==> config.mk <==
export PLATFORM = sky130hd
export DESIGN_NAME = mem32k_loader_flat
export DESIGN_NICKNAME = d
export VERILOG_FILES = /design/src/rtl/mem32k_loader_if.sv /design/src/rtl/mem32k_loader.sv /design/src/flat_wrapper.sv
export SDC_FILE = /design/constraint.sdc
export NUM_CORES = 1
export LEC_CHECK = 0
export BUFFER_PORTS_ARGS = -buffer_cell sky130_fd_sc_hd__buf_2
export CAP_MARGIN = 20
export CORE_MARGIN = 1.5
export CORE_UTILIZATION = 54
export DETAILED_ROUTE_END_ITERATION = 10
export GPL_TIMING_DRIVEN = 0
export PLACE_DENSITY = 0.86
export SLEW_MARGIN = 10
export SYNTH_ARGS = -nofsm -noshare
export SYNTH_HDL_FRONTEND = slang
export SYNTH_SLANG_ARGS = --single-unit
==> constraint.sdc <==
create_clock -name clk -period 3.1 [get_ports clk]
set_input_delay 0.31 -clock clk [delete_from_list [all_inputs] [get_ports clk]]
set_output_delay 0.31 -clock clk [all_outputs]
set_load 0.01 [all_outputs]
==> src/rtl/mem32k_loader_if.sv <==
// ---------------------------------------------------------------------------
// mem32k_loader_if
//
// Groups the signals between mem32k_loader and its two neighbours:
//   - the byte stream:  byte_in, byte_valid (from source), byte_ready (to source)
//   - the 32K x 16 memory pins: mem_a, mem_d, mem_we (to memory),
//     mem_q (asynchronous read data from memory)
//
// Modports:
//   master : the loader side; drives byte_ready and the memory pins.
//   slave  : the environment side; drives the byte stream and the read data.
// ---------------------------------------------------------------------------
interface mem32k_loader_if;
  logic [7:0]  byte_in;
  logic        byte_valid;
  logic        byte_ready;
  logic [14:0] mem_a;
  logic [15:0] mem_d;
  logic        mem_we;
  logic [15:0] mem_q;

  modport master (
    input  byte_in, byte_valid, mem_q,
    output byte_ready, mem_a, mem_d, mem_we
  );

  modport slave (
    output byte_in, byte_valid, mem_q,
    input  byte_ready, mem_a, mem_d, mem_we
  );
endinterface

==> src/rtl/mem32k_loader.sv <==
// ---------------------------------------------------------------------------
// mem32k_loader
//
// Sequential write-side front end for a 32K x 16 single-port memory. Takes a
// byte stream, packs byte pairs little-endian (first byte -> [7:0]) into
// 16-bit words and writes them to consecutive addresses starting at a
// programmed base. Addresses wrap modulo 2^15.
//
// Optional feature (compile-time macro MEM32K_LOADER_VERIFY_EN):
//   each written word is read back through the memory's asynchronous read
//   port in an extra VERIFY cycle; the first mismatch sets the sticky
//   verify_err and records its address in err_addr. Without the macro the
//   VERIFY state does not exist, mem_q is ignored and verify_err/err_addr
//   are tied low.
//
// Ports:
//   clk           system clock, rising edge
//   reset         synchronous active-high reset
//   start         begin a load (only honoured in IDLE)
//   base_addr     first write address, latched on accepted start
//   word_count    number of words to write, latched on accepted start
//   busy          high in every state except IDLE
//   done          one-cycle pulse when a load finishes
//   words_written words written in the current/last load
//   verify_err    sticky readback mismatch flag
//   err_addr      address of the first mismatch
//   bus           byte stream and memory pins (mem32k_loader_if.master)
// ---------------------------------------------------------------------------
module mem32k_loader (
  input  logic                   clk,
  input  logic                   reset,
  input  logic                   start,
  input  logic [14:0]            base_addr,
  input  logic [15:0]            word_count,
  output logic                   busy,
  output logic                   done,
  output logic [15:0]            words_written,
  output logic                   verify_err,
  output logic [14:0]            err_addr,
  mem32k_loader_if.master        bus
);

  typedef enum logic [2:0] {
    S_IDLE,
    S_LO,
    S_HI,
    S_WRITE,
`ifdef MEM32K_LOADER_VERIFY_EN
    S_VERIFY,
`endif
    S_DONE
  } state_t;

  state_t      state;
  logic [14:0] addr;       // address of the word being assembled/written
  logic [15:0] word;       // assembled word
  logic [15:0] remaining;  // words still to be written in this load

`ifdef MEM32K_LOADER_VERIFY_EN
  logic        verr_q;
  logic [14:0] eaddr_q;
`endif

  // NOTE: every state register here is updated with non-blocking
  // assignments so all of them see the pre-edge values of each other.
  always_ff @(posedge clk) begin
    if (reset) begin
      state         <= S_IDLE;
      addr          <= '0;
      word          <= '0;
      remaining     <= '0;
      words_written <= '0;
`ifdef MEM32K_LOADER_VERIFY_EN
      verr_q        <= 1'b0;
      eaddr_q       <= '0;
`endif
    end else begin
      unique case (state)
        S_IDLE: begin
          if (start) begin
            addr          <= base_addr;
            remaining     <= word_count;
            words_written <= '0;
`ifdef MEM32K_LOADER_VERIFY_EN
            verr_q        <= 1'b0;
            eaddr_q       <= '0;
`endif
            state         <= (word_count == 16'd0) ? S_DONE : S_LO;
          end
        end

        S_LO: begin
          if (bus.byte_valid) begin
            word[7:0] <= bus.byte_in;
            state     <= S_HI;
          end
        end

        S_HI: begin
          if (bus.byte_valid) begin
            word[15:8] <= bus.byte_in;
            state      <= S_WRITE;
          end
        end

        S_WRITE: begin
          words_written <= words_written + 16'd1;
          remaining     <= remaining - 16'd1;
`ifdef MEM32K_LOADER_VERIFY_EN
          state         <= S_VERIFY;
`else
          addr          <= addr + 15'd1;
          // remaining still holds the pre-decrement value here
          state         <= (remaining == 16'd1) ? S_DONE : S_LO;
`endif
        end

`ifdef MEM32K_LOADER_VERIFY_EN
        S_VERIFY: begin
          // mem_a still points at the word just written; only the first
          // mismatch of a load is recorded.
          if ((bus.mem_q != word) && !verr_q) begin
            verr_q  <= 1'b1;
            eaddr_q <= addr;
          end
          addr  <= addr + 15'd1;
          state <= (remaining == 16'd0) ? S_DONE : S_LO;
        end
`endif

        S_DONE: state <= S_IDLE;

        default: state <= S_IDLE;
      endcase
    end
  end

  // NOTE: outputs are plain continuous decodes of registered state, so no
  // combinational block exists that could leave a path unassigned.
  assign bus.byte_ready = (state == S_LO) || (state == S_HI);
  assign bus.mem_we     = (state == S_WRITE);
  assign bus.mem_a      = addr;
  assign bus.mem_d      = word;
  assign busy           = (state != S_IDLE);
  assign done           = (state == S_DONE);

`ifdef MEM32K_LOADER_VERIFY_EN
  assign verify_err = verr_q;
  assign err_addr   = eaddr_q;
`else
  assign verify_err = 1'b0;
  assign err_addr   = '0;
  // Read data is not used in this build.
  logic unused_mem_q;
  assign unused_mem_q = ^bus.mem_q;
`endif

endmodule

==> src/flat_wrapper.sv <==
// flat-port wrapper written by rule: the top's interface ports become plain ports
module mem32k_loader_flat 
  (clk, reset, start, base_addr, word_count, busy, done, words_written, verify_err, err_addr, bus_byte_in, bus_byte_valid, bus_mem_q, bus_byte_ready, bus_mem_a, bus_mem_d, bus_mem_we);
  mem32k_loader_if bus_i ();
  input  logic clk;
  input  logic reset;
  input  logic start;
  input  logic [14:0] base_addr;
  input  logic [15:0] word_count;
  output logic busy;
  output logic done;
  output logic [15:0] words_written;
  output logic verify_err;
  output logic [14:0] err_addr;
  input wire logic [$bits(bus_i.byte_in)-1:0] bus_byte_in;
  input wire logic [$bits(bus_i.byte_valid)-1:0] bus_byte_valid;
  input wire logic [$bits(bus_i.mem_q)-1:0] bus_mem_q;
  output wire logic [$bits(bus_i.byte_ready)-1:0] bus_byte_ready;
  output wire logic [$bits(bus_i.mem_a)-1:0] bus_mem_a;
  output wire logic [$bits(bus_i.mem_d)-1:0] bus_mem_d;
  output wire logic [$bits(bus_i.mem_we)-1:0] bus_mem_we;
  assign bus_i.byte_in = bus_byte_in;
  assign bus_i.byte_valid = bus_byte_valid;
  assign bus_i.mem_q = bus_mem_q;
  assign bus_byte_ready = bus_i.byte_ready;
  assign bus_mem_a = bus_i.mem_a;
  assign bus_mem_d = bus_i.mem_d;
  assign bus_mem_we = bus_i.mem_we;
  mem32k_loader u_core (.clk(clk), .reset(reset), .start(start), .base_addr(base_addr), .word_count(word_count), .busy(busy), .done(done), .words_written(words_written), .verify_err(verify_err), .err_addr(err_addr), .bus(bus_i));
endmodule
=== Yosys cells after proc, flatten, opt, wreduce, memory -nomap -nowiden ===
Index checks and enable logic that the tools add are counted.

* Register bits: 66
* Latch bits: 0
* Bits in writable memories: 0
* Memory bits (read-only): 0
* Input bits: 59
* Output and inout bits: 67
* Word-level logic and storage cells: 38
* Memories: 0

* Add/sub/neg operators: 3
* Multipliers: 0
* Divide/modulo/power cells: 0
* $lt $le $gt $ge: 0
* Equal/unequal tests: 8
* Shifts and indexed selects: 0
* Mux-type cells: 12
* Bitwise gates (word level): 0
* Reduce and logical (&&, ||, !) cells: 9

{| class="wikitable"
|+ Operators with widths
! operator !! count
|-
| 16-bit case mux with 2 select lines || 2
|-
| 16-bit two-way mux || 2
|-
| 15-bit case mux with 2 select lines || 1
|-
| 16-bit by 1-bit adder with 16-bit output (second input constant) || 1
|-
| 16-bit by 1-bit == test with 1-bit output (second input constant) || 1
|-
| 16-bit zero test || 1
|-
| 16-bit by 1-bit subtractor with 16-bit output (second input constant) || 1
|-
| 15-bit by 1-bit adder with 15-bit output (second input constant) || 1
|-
| 15-bit two-way mux || 1
|-
| 3-bit two-way mux || 5
|-
| 3-bit case mux with 4 select lines || 1
|-
| 3-bit by 2-bit == test with 1-bit output (second input constant) || 2
|-
| 2-bit != test (second input constant) || 3
|-
| 2-bit AND reduction || 3
|-
| 3-bit by 1-bit == test with 1-bit output (second input constant) || 1
|-
| 3-bit == test (second input constant) || 1
|-
| 3-bit zero test || 1
|-
| 3-bit AND reduction || 1
|-
| 3-bit nonzero test || 1
|-
| 2-bit nonzero test || 1
|-
| 1-bit logical OR || 1
|}

=== Longest topological paths before layout ===
Gate-level depths: netlist (run 1).

* Word-level depth: 4
* Mapped depth: 7

=== Worst setup path before layout (run 1) ===
Ideal clock, no wire load.

* Kind: flip-flop to flip-flop
* Start: register u_core.words_written[0]
* End: register u_core.words_written[14]
* Setup time: 0.070 ns
* Arrival time: 1.646 ns
* Slack: 1.384 ns
* Cell stages (with the launch flop): 6
* Buffers on the path: 0
* Period minus slack after synthesis: 1.716 ns
* Cells stage by stage: dfxtp_1 > ha_1 > and3_1 > nand3_1 > or4_1 > a21oi_1

* Cells in the longest elaborated chain, start to end: 2

{| class="wikitable"
|+ RTL lines
! what !! RTL line !! text
|-
| start: declaration || mem32k_loader.sv:37 || <nowiki>output logic [15:0] words_written,</nowiki>
|-
| start signal: assignment || mem32k_loader.sv:107 || <nowiki>words_written <= words_written + 16'd1;</nowiki>
|-
| 16-bit by 1-bit adder with 16-bit output || mem32k_loader.sv:107 ||
|-
| 16-bit case mux with 2 select lines || mem32k_loader.sv:78 || <nowiki>unique case (state)</nowiki>
|}

No other way between the ends.
A chain may end at the register's enable or synchronous reset.

=== Final worst setup path (run 1) ===
* Start: register u_core.state[2]
* End: output port bus_mem_we

* Cells in the longest elaborated chain, start to end: 1

{| class="wikitable"
|+ RTL lines
! what !! RTL line !! text
|-
| start: declaration || mem32k_loader.sv:54 || <nowiki>state_t state;</nowiki>
|-
| start signal: assignment || mem32k_loader.sv:88 || <nowiki>state <= (word_count == 16'd0) ? S_DONE : S_LO;</nowiki>
|-
| start signal: assignment || mem32k_loader.sv:114 || <nowiki>state <= (remaining == 16'd1) ? S_DONE : S_LO;</nowiki>
|-
| 3-bit by 2-bit == test with 1-bit output || mem32k_loader.sv:141 || <nowiki>assign bus.mem_we = (state == S_WRITE);</nowiki>
|-
| end: declaration || flat_wrapper.sv:21 || <nowiki>output wire logic [$bits(bus_i.mem_we)-1:0] bus_mem_we;</nowiki>
|}

No other way between the ends.

==> metrics, run 1 <==
Setup Skew=10.9 ps; CTS tree=done; hold crit path type=primary input to register; Int Pwr=~1.6 mW; Critical Path RT=about 2800 ps; GRT Util Overall=28.0%; multi-input logic area=a little under 0.002 mm²; routability cong.=approximately 0.9; most used routing layer=met2; M1 GR Usage=roughly a third; Storage cell area=around 0.0013 mm²; Seq pwr share=between 40% and 50%; top cell type by total area after synthesis=dfxtp_1; switch share=~29%; Routed Antenna Nets=0; half-perimeter wire length after placement=between 6 and 7 mm; Initial Utilization=a little under three fifths; Mapped Cells=roughly 430; Max VDD drop=between 0.3 and 0.4 mV; post-synthesis sequential area ratio=between 30% and 40%; number of global-route vias before repair=3479; layout cells sized above 1=between 20% and 30%; postcts setup bufs=0; DR WL/cell=15.5 µm; fmax=about 0.44 GHz; M3 GR Usage=under 10%; pwr/cell area=about 520 mW/mm²; clock share of power=40.7%; clk_lat worst skew=around 360 ps; H-tree levels=3; status=completed; prevailing post-synth register cell=dfxtp_1; Die Width=roughly 83 µm; Root Driver=clkbuf_8; die area=about 0.007 mm²; area share of the largest cell type after synthesis=a little under two fifths; crit path capture type=output port; # rows=29; Synth area leaders=dfxtp_1, nand2_1, nor2_1; antenna diode count=0; Die Y=around 83 µm; vias per cell=just under 6; core area=between 0.006 and 0.007 mm²; Residual DRC=0; LEAKAGE=~1.8 nW; clk sinks=66; final setup fails=0; synth cell count leaders=dfxtp_1, nand2_1, nor2_1, a21oi_1; post-synthesis cell type count=50; drt first pass iters=5; Final min period=2280 ps; WP data arrival=roughly 2000 ps; final net count=a little over 600; fraction of registers with async set/reset=0%; clk slew on worst S/H paths=approximately 70 ps; final hold vios=0; CTS Buffer Depth=2; CTS Buf Count=9; EDFF count, synth=0; fin util=between 60% and 70%; Resized cells post-CTS=0; Max-Cap Viols=0; synthesized area per cell=8.03 µm²; Fillers=514; # hold bufs at CTS=0; largest net degree at the start of global routing=13; DR vias=about 3800; Seq cells post-synth=66; startpoint class of the critical path=register; Yosys warnings=0; count leader, synth=dfxtp_1; Detailed Route WL=approximately 9.9 mm; CP max FO=10; post-route setup TNS=0 ps; first-pass GRT wire length=between 15 and 20 mm; Layout area overhead=25.0%; Combinational Power Share=between 10% and 20%; 1st-iter DRT viols=between 300 and 400; Slew Viols, Final=0; global route total overflow=0; met2 Use GR=about 45%; Slew @ Worst Pin=between 700 and 800 ps; relative slew slack=roughly 52%; IO Count=around 130; RSZ-0062 raised after global routing=false; Crit Path Category=register to output port; initial antenna violation count=0; Port Buf Inserts=93; mapped cell area=around 0.0035 mm²; Final period util=73.5%; Psw=between 0.6 and 0.7 mW
## logic make-up (layout without fill, tap and decap cells)
kind of cell / count (synthesis) / count (layout) / synth area share [%]
buffers and inverters: 54 / 163 / 7.84
AO/OA/AOI/OAI: 105 / 105 / 19.6
adder cells (fa/ha/maj): 4 / 4 / 1.44
flip-flops: 66 / 66 / 38.0
multiplexers: 14 / 14 / 4.24
other: 1 / 16 / 0.108
AND/OR/NAND/NOR: 189 / 189 / 28.7
## through the flow
stage	worst slack, ps	area (µm²)	std cells	hold WS, ps	power, mW
floorplan	1380	3530	448	446	1.21
global placement	1020	4100	618	440	1.33
detailed placement	1020	4100	618	449	1.34
CTS	850	4350	634	201	2.24
global route	769	4350	634	212	2.33
finish	820	4350	634	207	2.26
## power by group through the flow
stage	Combinational, mW	Sequential [mW]	Clock (mW)
4_1_cts	0.384	0.944	0.913
5_1_grt	0.427	0.952	0.952
3_3_place_gp	0.372	0.960	0
2_1_floorplan	0.245	0.965	0
3_5_place_dp	0.382	0.963	0
6_report	0.391	0.946	0.918
## critical path: stages (launching register included)
cell      delay, ps
dfxtp_1         310
buf_2           170
nand3b_4        210
inv_2           180
buf_2           270
buf_2           300
buf_2           180
## flip-flops by register name, summed over array words and instances (netlist names)
name,flops
u_core.bus.mem_a,15
u_core.bus.mem_d,16
u_core.remaining,16
u_core.state,3
u_core.words_written,16
## cell type report
| type | count | area share [%] |
|---|---|---|
| inverter | 9 | 0.777 |
| sequential | 66 | 30.4 |
| buffer | 45 | 5.50 |
| timing repair buffer | 93 | 10.7 |
| clock buffer | 10 | 3.17 |
| multi-input combinational | 328 | 44.6 |
| tap | 77 | 2.22 |
| clock inverter | 6 | 2.62 |
## path summary, 6_finish.rpt
path	slack, ps	endpoint	depth (start not counted)	startpoint
min	210	u_core.bus.mem_d[12]	3	bus_byte_in[4]
min reg2reg	460	u_core.bus.mem_d[10]	2	u_core.bus.mem_d[10]
max reg2reg	870	u_core.remaining[2]	6	u_core.state[0]
max	820	bus_mem_we	6	u_core.state[2]
## cell usage in the layout (no fill, tap or decap), drive strengths merged, types with 15 or more instances in the layout
cell and n:
nand2 44, dfxtp 66, a21oi 30, nand3 15
nor2 45, clkbuf 31, buf 117, conb 16
a31oi 21, nand4 18
## per-layer routing
metal / up-vias / routed length [µm]
met5: - / 0
met4: 0 / 253
met3: 29 / 889
met2: 199 / 4550
met1: 1737 / 4160
li1: 1816 / -
Power figures use the tool's default switching activity.
==> run 2, diff against run 1 <==
ABC_AREA = 1   (was unset)
CORE_UTILIZATION = 51   (was 54)
PLACE_DENSITY = 0.81   (was 0.86)
clock period = 2.15 ns   (was 3.1 ns; I/O delays follow)
==> run 2 against run 1 <==
Non-clock buffer count fell by 11; highest routed layer unchanged; critical endpoint unchanged; core utilization fell by 5.2 points; first-iteration DRC count shrank 4.3%.
==> metrics, run 2 <==
status=completed; LEAKAGE=2.19 nW (+20%); Compound-Gate Fraction of Synth Area=14.2% (-5.4 points); antenna diode count=0 (unchanged); post-synthesis sequential area ratio=34.7% (-3.3 points); CP max stage cell=dfxtp_1; DR WL/cell=12.9 µm (-17%); CTS Buffer Depth=2 (unchanged); EDFF count, synth=0 (unchanged); Seq cells post-synth=66 (unchanged); die area=0.00799 mm² (+15%); Design Area, Final=0.00465 mm² (+6.9%); CP Cell Sequence=inv_2 > nor2_2 > nand2_2 > inv_2 > buf_2 > buf_2; Setup Skew=12.8 ps (+1.86 ps); CTS Buf Count=9 (unchanged); post-synthesis mux area share=0% (-4.2 points); Resized cells post-CTS=0 (unchanged); drt first pass iters=5 (unchanged); GRT Util Overall=27.5% (-0.55 points); DR vias=4214 (+11%); Slew Viols, Final=0 (unchanged); global route total overflow=0 (unchanged); Initial Utilization=52.5% (-3.0 points); Hold Crit Start=bus_byte_in[5]; fraction of registers with async set/reset=0% (unchanged); hold crit path type=primary input to register; CP peak stage delay=350 ps (+40 ps); clk_lat worst skew=350 ps (about the same); Detailed Route WL=10.5 mm (+6.2%); Max VDD drop=0.556 mV (+61%); clk sinks=66 (unchanged); core area=0.00725 mm² (+16%); Synth Area in Simple Gates=35.0% (+6.3 points); first-pass GRT wire length=16.9 mm (+6.3%); pwr/cell area=996 mW/mm² (+92%); Residual DRC=0 (unchanged); Seq pwr share=35.0% (-7.0 points); clock share of power=23.3% (-17 points); Layout area overhead=22.2%; Max-Cap Viols=0 (unchanged); RSZ-0062 raised after global routing=false; Synth Area in XOR/XNOR=1.38% (+1.4 points); Worst setup endpoint=bus_mem_we; Worst Setup SP=u_core.state[1]; startpoint class of the critical path=register; fmax=between 0.5 and 0.6 GHz; Slew @ Worst Pin=597 ps (-119 ps); WP data arrival=1620 ps (-350 ps); largest net degree at the start of global routing=13 (unchanged); RR Endpoint=u_core.remaining[14]; Critical Path RT=1930 ps (-860 ps); vias per cell=5.18 (-13%); final net count=772 (+26%); clk slew on worst S/H paths=80 ps (about the same); crit path capture type=output port; RR Startpoint=u_core.state[1]; Routed Antenna Nets=0 (unchanged); CTS tree=done; routability cong.=0.888 (+0.12%); largest family of logic cells by synthesized area=simple AND/OR/NAND/NOR gates; area share of the largest cell type after synthesis=34.7% (-3.3 points); post-synthesis cell type count=37 (-26%); CP max FO=10 (unchanged); Psw=1.92 mW (+200%); Int Pwr=2.71 mW (+69%); final setup fails=0 (unchanged); mapped cell area=0.00380 mm² (+9.4%); initial antenna violation count=0 (unchanged); # rows=31 (+6.9%); IO Count=126 (unchanged); Crit Path Category=register to output port; final hold vios=0 (unchanged); Combinational Power Share=41.7% (+24 points); placed inst area=0.00445 mm² (+8.5%); Final min period=1840 ps; prevailing post-synth register cell=dfxtp_1; Mapped Cells=591 (+36%); switch share=41.4% (+13 points); H-tree levels=3 (unchanged); Reg2Reg Depth=8 (+2); Yosys warnings=0 (unchanged); fin util=64.1% (-5.2 points); Port Buf Inserts=92 (-1.1%); post-route setup TNS=0 ps (unchanged); Synth area leaders=dfxtp_1, nand2_1, nor2_1; synthesized area per cell=6.44 µm² (-20%); highest-count cells in the layout ignoring fill and taps=nand2_1, buf_2, nor2_1; half-perimeter wire length after placement=7.66 mm (+10%); top cell type by total area after synthesis=dfxtp_1; FF-to-FF setup slack=470 ps (-400 ps); Die Width=89.4 µm (+7.3%); count leader, synth=nand2_1; 1st-iter DRT viols=310 (-4.3%); number of global-route vias before repair=3853 (+11%); synth cell count leaders=nand2_1, nor2_1, dfxtp_1, inv_1, o21ai_0; commonest non-fill, non-tap cell in the layout=nand2_1; relative slew slack=60.2% (+8.1 points); postcts setup bufs=0 (unchanged); Post-Synth Adder-Cell Area=1.32% (-0.12 points); Die Y=89.4 µm (+7.3%); # hold bufs at CTS=0 (unchanged); layout cells sized above 1=22.1% (-5.5 points); Root Driver=clkbuf_8; Final period util=roughly 86%
[run 2: changes by cell type after synthesis, moves of 16 or more]
cell	before	now
clkbuf_1	21	5
nor2_1	44	97
o21ai_0	13	46
nand2_1	44	144
nand3_1	15	45
inv_1	8	55
[run 2: worst min-delay path by stage]
stage | endpoint | slack (ps) | cells past startpoint
floorplan | u_core.bus.mem_d[0] | 350 | 2
global route | u_core.bus.mem_d[5] | 110 | 3
global placement | u_core.bus.mem_d[6] | 460 | 3
detailed placement | u_core.bus.mem_d[5] | 460 | 3
finish | u_core.bus.mem_d[5] | 100 | 3
CTS | u_core.bus.mem_d[5] | 90 | 3
[run 2: metrics by stage]
step | instances | hold WS, ps | worst slack [ps] | total power, mW
2_1_floorplan | 606 | 350 | 705 | 3.00
3_3_place_gp | 797 | 457 | 562 | 3.49
3_5_place_dp | 797 | 459 | 491 | 3.55
4_1_cts | 813 | 92.8 | 305 | 4.62
5_1_grt | 813 | 108 | 189 | 4.95
6_report | 813 | 96.7 | 312 | 4.63
[run 2: layout make-up]
| class | instances | area [µm²] |
|---|---|---|
| fillers | 693 | 2600 |
| clock buffers | 10 | 138 |
| flip-flops and latches | 66 | 1320 |
| inverters | 62 | 240 |
| plain buffers | 35 | 264 |
| multi-input cells | 443 | 2040 |
| clock inverters | 6 | 66.3 |
| repair buffers | 92 | 460 |
| well taps | 99 | 124 |
[run 2: cells by family (layout without fill, tap and decap cells)]
kind of cell / count (synthesis) / in the layout
buf+inv: 97 / 205
flops: 66 / 66
xor+xnor: 6 / 6
other cells: 1 / 16
fa+ha+maj: 4 / 4
simple gates: 315 / 315
compound gates: 102 / 102
[run 2: critical path, delay by kind of cell, from the launching register on]
kind	cells	cell delay, ps
buffers and inverters	4	610
DFF	1	350
and+or+nand+nor	2	300
[run 2: layer usage]
metal	up-vias	track usage, %	wire length, µm
met4	0	11.6	223
li1	2112	-	-
met1	1911	33.1	4500
met3	23	6.74	769
met5	-	0	0
met2	168	46.6	4980
[run 2: power by group through the flow]
stage          combinational, mW  sequential, mW  clock [mW]
2_1_floorplan               1.33            1.66           0
3_3_place_gp                1.87            1.63           0
5_1_grt                     2.16            1.65        1.14
4_1_cts                     1.93            1.61        1.08
3_5_place_dp                1.92            1.64           0
6_report                    1.93            1.62        1.08
